===== src/rtl/avalon_s_pkg.sv =====
// Shared types and constants for the Avalon standard decoder.
package avalon_s_pkg;

    // Decoder FSM states
    typedef enum logic [1:0] {
        AVN_IDLE   = 2'd0,
        AVN_ACCESS = 2'd1,
        AVN_DONE   = 2'd2,
        AVN_ERR    = 2'd3
    } avn_dec_state_t;

    // Read data returned for unmapped reads and timed-out reads
    localparam logic [31:0] AVN_ERR_DATA = 32'hDEAD_BEEF;

endpackage


===== src/rtl/avalon_s_addr_decode.sv =====
// Combinational base/mask window decode; the lowest-index hit wins.
module avalon_s_addr_decode #(
    parameter int ND = 2,
    parameter int AW = 32
) (
    input  logic [AW-1:0]         addr,
    input  logic [ND-1:0][AW-1:0] base,
    input  logic [ND-1:0][AW-1:0] mask,
    output logic [ND-1:0]         sel,
    output logic                  hit
);

    // Scan upward so the first matching window claims the access
    always_comb begin
        sel = '0;
        hit = 1'b0;
        for (int i = 0; i < ND; i++) begin
            if (!hit && ((addr & mask[i]) == base[i])) begin
                sel[i] = 1'b1;
                hit    = 1'b1;
            end
        end
    end

endmodule


===== src/rtl/avalon_s_decoder.sv =====
// Single-host to multi-device Avalon address decoder with a registered
// command stage. Optional access timeout: define AVN_DECODER_TIMEOUT_EN.
//
// state  | meaning
// -------+-----------------------------------------------------------
// IDLE   | waiting for host read/write; latch command and decode
// ACCESS | strobe selected device until its waitrequest drops
// DONE   | host waitrequest low for one cycle (normal completion)
// ERR    | host waitrequest low for one cycle, decode_error pulse
module avalon_s_decoder
    import avalon_s_pkg::*;
#(
    parameter int                    ND       = 2,
    parameter int                    DW       = 32,
    parameter int                    AW       = 32,
    parameter logic [ND-1:0][AW-1:0] BASE     = '0,
    parameter logic [ND-1:0][AW-1:0] MASK     = '0,
    parameter logic [31:0]           ERR_DATA = AVN_ERR_DATA,
    parameter int                    TMO_W    = 8
) (
    input  logic                  clk,
    input  logic                  rst,
    input  logic                  host_avn_read,
    input  logic                  host_avn_write,
    input  logic [AW-1:0]         host_avn_address,
    input  logic [DW/8-1:0]       host_avn_byte_enable,
    input  logic [DW-1:0]         host_avn_writedata,
    output logic [DW-1:0]         host_avn_readdata,
    output logic                  host_avn_waitrequest,
    output logic [ND-1:0]         devices_avn_read,
    output logic [ND-1:0]         devices_avn_write,
    output logic [AW-1:0]         devices_avn_address,
    output logic [DW/8-1:0]       devices_avn_byte_enable,
    output logic [DW-1:0]         devices_avn_writedata,
    input  logic [ND-1:0][DW-1:0] devices_avn_readdata,
    input  logic [ND-1:0]         devices_avn_waitrequest,
    output logic                  decode_error
);

    localparam logic [DW-1:0] ERR_DATA_W = DW'(ERR_DATA);

    if (DW % 8 != 0) begin : g_dw_check
        $error("avalon_s_decoder: DW must be a multiple of 8");
    end
    if (TMO_W < 2) begin : g_tmo_check
        $error("avalon_s_decoder: TMO_W must be at least 2");
    end

    avn_dec_state_t  state;
    logic            cmd_read;
    logic [ND-1:0]   sel_q;
    logic [ND-1:0]   dec_sel;
    logic            dec_hit;
    logic [DW-1:0]   dev_rdata;
    logic            dev_wait;

`ifdef AVN_DECODER_TIMEOUT_EN
    // Abort on the cycle the counter would step onto all-ones
    localparam logic [TMO_W-1:0] TMO_LAST = ~(TMO_W'(1));
    logic [TMO_W-1:0] tmo_cnt;
`endif

    avalon_s_addr_decode #(
        .ND (ND),
        .AW (AW)
    ) u_addr_decode (
        .addr (host_avn_address),
        .base (BASE),
        .mask (MASK),
        .sel  (dec_sel),
        .hit  (dec_hit)
    );

    // Return path from the selected device only
    always_comb begin
        dev_rdata = '0;
        for (int i = 0; i < ND; i++) begin
            if (sel_q[i]) begin
                dev_rdata |= devices_avn_readdata[i];
            end
        end
        dev_wait = |(devices_avn_waitrequest & sel_q);
    end

    // Decoder FSM with registered host and device outputs
    always_ff @(posedge clk or negedge rst) begin
        if (!rst) begin
            state                   <= AVN_IDLE;
            cmd_read                <= 1'b0;
            sel_q                   <= '0;
            host_avn_readdata       <= '0;
            host_avn_waitrequest    <= 1'b1;
            devices_avn_read        <= '0;
            devices_avn_write       <= '0;
            devices_avn_address     <= '0;
            devices_avn_byte_enable <= '0;
            devices_avn_writedata   <= '0;
            decode_error            <= 1'b0;
`ifdef AVN_DECODER_TIMEOUT_EN
            tmo_cnt                 <= '0;
`endif
        end else begin
            decode_error <= 1'b0;
            case (state)
                AVN_IDLE: begin
                    host_avn_waitrequest <= 1'b1;
                    if (host_avn_read || host_avn_write) begin
                        devices_avn_address     <= host_avn_address;
                        devices_avn_byte_enable <= host_avn_byte_enable;
                        devices_avn_writedata   <= host_avn_writedata;
                        cmd_read                <= host_avn_read;
                        sel_q                   <= dec_sel;
                        if (dec_hit) begin
                            // read has priority when both strobes are up
                            devices_avn_read  <= host_avn_read ? dec_sel : '0;
                            devices_avn_write <= host_avn_read ? '0 : dec_sel;
                            state             <= AVN_ACCESS;
`ifdef AVN_DECODER_TIMEOUT_EN
                            tmo_cnt           <= '0;
`endif
                        end else begin
                            host_avn_waitrequest <= 1'b0;
                            decode_error         <= 1'b1;
                            if (host_avn_read) begin
                                host_avn_readdata <= ERR_DATA_W;
                            end
                            state <= AVN_ERR;
                        end
                    end
                end
                AVN_ACCESS: begin
                    if (!dev_wait) begin
                        if (cmd_read) begin
                            host_avn_readdata <= dev_rdata;
                        end
                        devices_avn_read     <= '0;
                        devices_avn_write    <= '0;
                        host_avn_waitrequest <= 1'b0;
                        state                <= AVN_DONE;
                    end
`ifdef AVN_DECODER_TIMEOUT_EN
                    else if (tmo_cnt == TMO_LAST) begin
                        if (cmd_read) begin
                            host_avn_readdata <= ERR_DATA_W;
                        end
                        devices_avn_read     <= '0;
                        devices_avn_write    <= '0;
                        host_avn_waitrequest <= 1'b0;
                        decode_error         <= 1'b1;
                        state                <= AVN_ERR;
                    end else begin
                        tmo_cnt <= tmo_cnt + TMO_W'(1);
                    end
`endif
                end
                AVN_DONE, AVN_ERR: begin
                    host_avn_waitrequest <= 1'b1;
                    state                <= AVN_IDLE;
                end
                default: begin
                    host_avn_waitrequest <= 1'b1;
                    state                <= AVN_IDLE;
                end
            endcase
        end
    end

endmodule


===== config.mk =====
export PLATFORM = sky130hd
export DESIGN_NAME = avalon_s_decoder
export DESIGN_NICKNAME = d
export VERILOG_FILES = /design/src/rtl/avalon_s_pkg.sv /design/src/rtl/avalon_s_addr_decode.sv /design/src/rtl/avalon_s_decoder.sv
export SDC_FILE = /design/constraint.sdc
export NUM_CORES = 1
export LEC_CHECK = 0
export BUFFER_PORTS_ARGS = -buffer_cell sky130_fd_sc_hd__buf_2
export CORE_ASPECT_RATIO = 0.5
export CORE_MARGIN = 1.5
export CORE_UTILIZATION = 45
export DETAILED_ROUTE_END_ITERATION = 10
export PLACE_DENSITY_LB_ADDON = 0.12
export SETUP_SLACK_MARGIN = 0.05
export SYNTH_ARGS = -nofsm -noshare
export SYNTH_HDL_FRONTEND = slang
export SYNTH_SLANG_ARGS = --single-unit
export TNS_END_PERCENT = 10

===== constraint.sdc =====
create_clock -name clk -period 4.6 [get_ports clk]
set_clock_uncertainty 0.1 [all_clocks]
set_input_delay 0.69 -clock clk [delete_from_list [all_inputs] [get_ports clk]]
set_output_delay 0.69 -clock clk [all_outputs]
set_load 0.005 [all_outputs]

==> results.py <==
metrics = {
    "outcome": {
        "status": "finished clean",
    },
    "logic_synthesis": {
        "synth_top_family_by_area": "multiplexers",
        "netlist_area_mm2": 0.004303,
        "synth-async-reset-ratio": 1.000,
        "synth_fa_ha_area_frac": 0,
        "synth.area.mux_share": 0.2603,
        "synth.area.top_cells": "dfrtp_1 62%, mux2_2 15%, mux2i_1 7.4%",
        "register_bit_count_reported_by_yosys": 107,
        "postSynthAreaPerCell_um2": 14.02,
        "fraction_of_the_mapped_netlist_area_in_compound_gates": 0.01134,
        "synthDominantAreaCellType": "dfrtp_1",
        "synth-simple-area-share": 0.04158,
        "synth.yosys.seq_area_share": 0.6226,
        "yosys.cell_count.top_type": "dfrtp_1",
        "synth_edf_count": 0,
        "synth_xor_xnor_area_share": 0,
        "synth_top_flop_cell": "dfrtp_1",
        "yosys.area.top_type_share": 0.6165,
        "synthTopCellsByCount": "106 x dfrtp_1, 59 x mux2_2, 36 x nand2_1",
        "cells_after_synthesis": 307,
        "synthDistinctLibCells": 23,
        "ys.warnings.count": 0,
    },
    "timing": {
        "maxSlewViolCount": 0,
        "worstMarginPinSlew_ns": 1.060,
        "layout_worst_path_cycle_share": 0.5483,
        "finalSetupViolCount": 0,
        "final_critical_period_ns": 2.522,
        "tns_ns": 0,
        "max_freq_mhz": 396.5,
        "relSlewSlack": 0.2927,
        "rsz0062_at_grt": "false",
        "hold_viol_final": 0,
    },
    "floorplanning": {
        "floorplan.core_area_mm2": 0.008979,
        "std_cell_rows": 24,
        "die-area_mm2": 0.01019,
        "die-width_um": 141.3,
        "ioPinCount": 244,
        "die_height_um": 72.15,
        "floorplan.initialDensity": 0.4792,
    },
    "final_layout": {
        "antenna_cells_inserted": 0,
        "synthToLayoutAreaGrowth_pct": 32.04,
        "filler_cell_count": 740,
        "drive_above_1_share": 0.5745,
        "nNetsFinal": 650,
    },
    "grt": {
        "grt_antenna_before_repair": 0,
        "grt_util_all_layers": 0.1836,
        "global_route_wire_length_before_repair_um": 14430,
        "grt_pass1_vias": 2887,
        "grt_max_degree": 80,
        "globalRoute.totalOverflow": 0,
    },
    "clock_network": {
        "cts.repair_timing.setup_buffer_count": 0,
        "worstSkewPairLatency_ns": 0.34,
        "ctsRootBufferMaster": "clkbuf_16",
        "postCtsResizedCells": 0,
        "clk_pin_slew_worst_paths_ns": 0.07,
        "cts.sink_count": 107,
        "cts_tree": "done",
        "clock_tree.buffer_depth": 2,
        "holdBufCountCts": 0,
        "htreeDepth": 3,
        "cts_inserted_buffers": 9,
    },
    "worst_setup_path": {
        "crit_path_start_kind": "flip-flop",
        "worst_setup_path_end_kind": "flip-flop",
        "timing.critical_path.fanout_max": 42,
        "rr_worst_depth": 4,
        "worst_ep_required_time_ns": 4.72,
        "cp_data_arrival_time_ns": 2.64,
        "timing.setup.critical_path_class": "reg -> reg",
    },
    "power_and_ir_drop": {
        "power.leakage_nw": 3.170,
        "power.density_mw_per_mm2": 684.1,
        "report.power.total_mw": 3.887,
        "irDropWorstVdd_mv": 0.2766,
    },
    "place": {
        "dp.final_hpwl_um": 6378,
        "gp_congestion": 0.7313,
        "port_buffers": 207,
    },
    "route": {
        "vias_per_cell": 4.623,
        "routed_wire_length_per_instance_um": 14.35,
        "route.vias.total": 2931,
        "wirelength_um": 9095,
        "drt_initial_violations": 126,
        "remaining_drc_errors": 0,
        "detail_route.first_pass.iterations": 4,
        "drtAntennaViolNets": 0,
    },
    "min_path": {
        "worst_hold_path.num_cells": 1,
        "worst_hold_path_type": "reg -> reg",
    },
    "job": {
        "cap_viol_max_count": 0,
    },
}
==> where the power goes <==
| part | switching, mW | internal (mW) |
|---|---|---|
| clock | 0.328 | 0.478 |
| combinational | 0.605 | 0.831 |
| sequential | 0.224 | 1.42 |
| total | 1.16 | 2.73 |
==> logic make-up after synthesis <==
kind of cell	count (synthesis)
other	1
AO/OA/AOI/OAI	6
multiplexers	100
flip-flops	107
buffers and inverters	51
AND/OR/NAND/NOR	42
==> metal layers <==
layer	part of all wire	global-route usage
met1	0.43	0.2309
met2	0.48	0.3034
met3	0.080	0.06337
met4	0.010	0.05903
met5	0	0
==> area by class of cell <==
cell class / count / area [um2] / area share
timing repair buffer: 210 / 1061 / 0.1867
clock buffer: 12 / 236.5 / 0.04162
inverter: 33 / 123.9 / 0.02180
multi-input combinational: 151 / 1360 / 0.2394
clock inverter: 4 / 75.07 / 0.01321
sequential: 107 / 2679 / 0.4715
tap: 117 / 146.4 / 0.02577
==> worst max-delay path, cell delays in order, from the launching register on <==
cell     delay [ns]
dfrtp_1        0.40
nor2_2         0.21
o21a_2         0.68
buf_4          0.59
mux2_2         0.40
==> flip-flops by register name, summed over array words and instances (netlist names) <==
signal,count
devices_avn_address,32
devices_avn_writedata,32
host_avn_readdata,32
devices_avn_byte_enable,4
state,2
cmd_read,1
devices_avn_read,1
devices_avn_write,1
host_avn_waitrequest,1
sel_q,1
==> cell usage in the layout, fill, tap and decap left out, drive strengths merged <==
cell type  count
o21ai          1
a31o           2
dfrtp        106
nand3          2
o21a           1
buf          210
clkbuf        12
nor4b          1
a32o           1
a22o           1
nand2b         1
inv           33
mux2          68
nand2         36
nor2           1
conb           3
clkinvlp       2
mux2i         32
bufinv         2
dfstp          1
and2b          1
==> stage by stage <==
step           setup WS (ns)  cell area (um2)    util  std cells  hold slack, ns
2_1_floorplan          2.839             4310       -        309          0.2944
3_3_place_gp           1.905             5370  0.5981        618          0.3721
3_5_place_dp           1.892             5370  0.5981        618          0.3892
4_1_cts                2.062             5682  0.6328        634          0.4047
5_1_grt                1.894             5682  0.6328        634          0.4137
6_report               2.078             5682  0.6328        634          0.4007
==> path summary, 6_finish.rpt <==
check	start	endpoint	slack, ns
min reg2reg	devices_avn_writedata[3]	devices_avn_writedata[3]	0.40
max reg2reg	state[1]	devices_avn_address[17]	2.08
min in group asynchronous	rst	devices_avn_address[11]	0.41
max in group asynchronous	rst	host_avn_waitrequest	2.98
max	state[1]	devices_avn_address[17]	2.08
min	devices_avn_writedata[3]	devices_avn_writedata[3]	0.40
(Power assumes the default switching activity.)
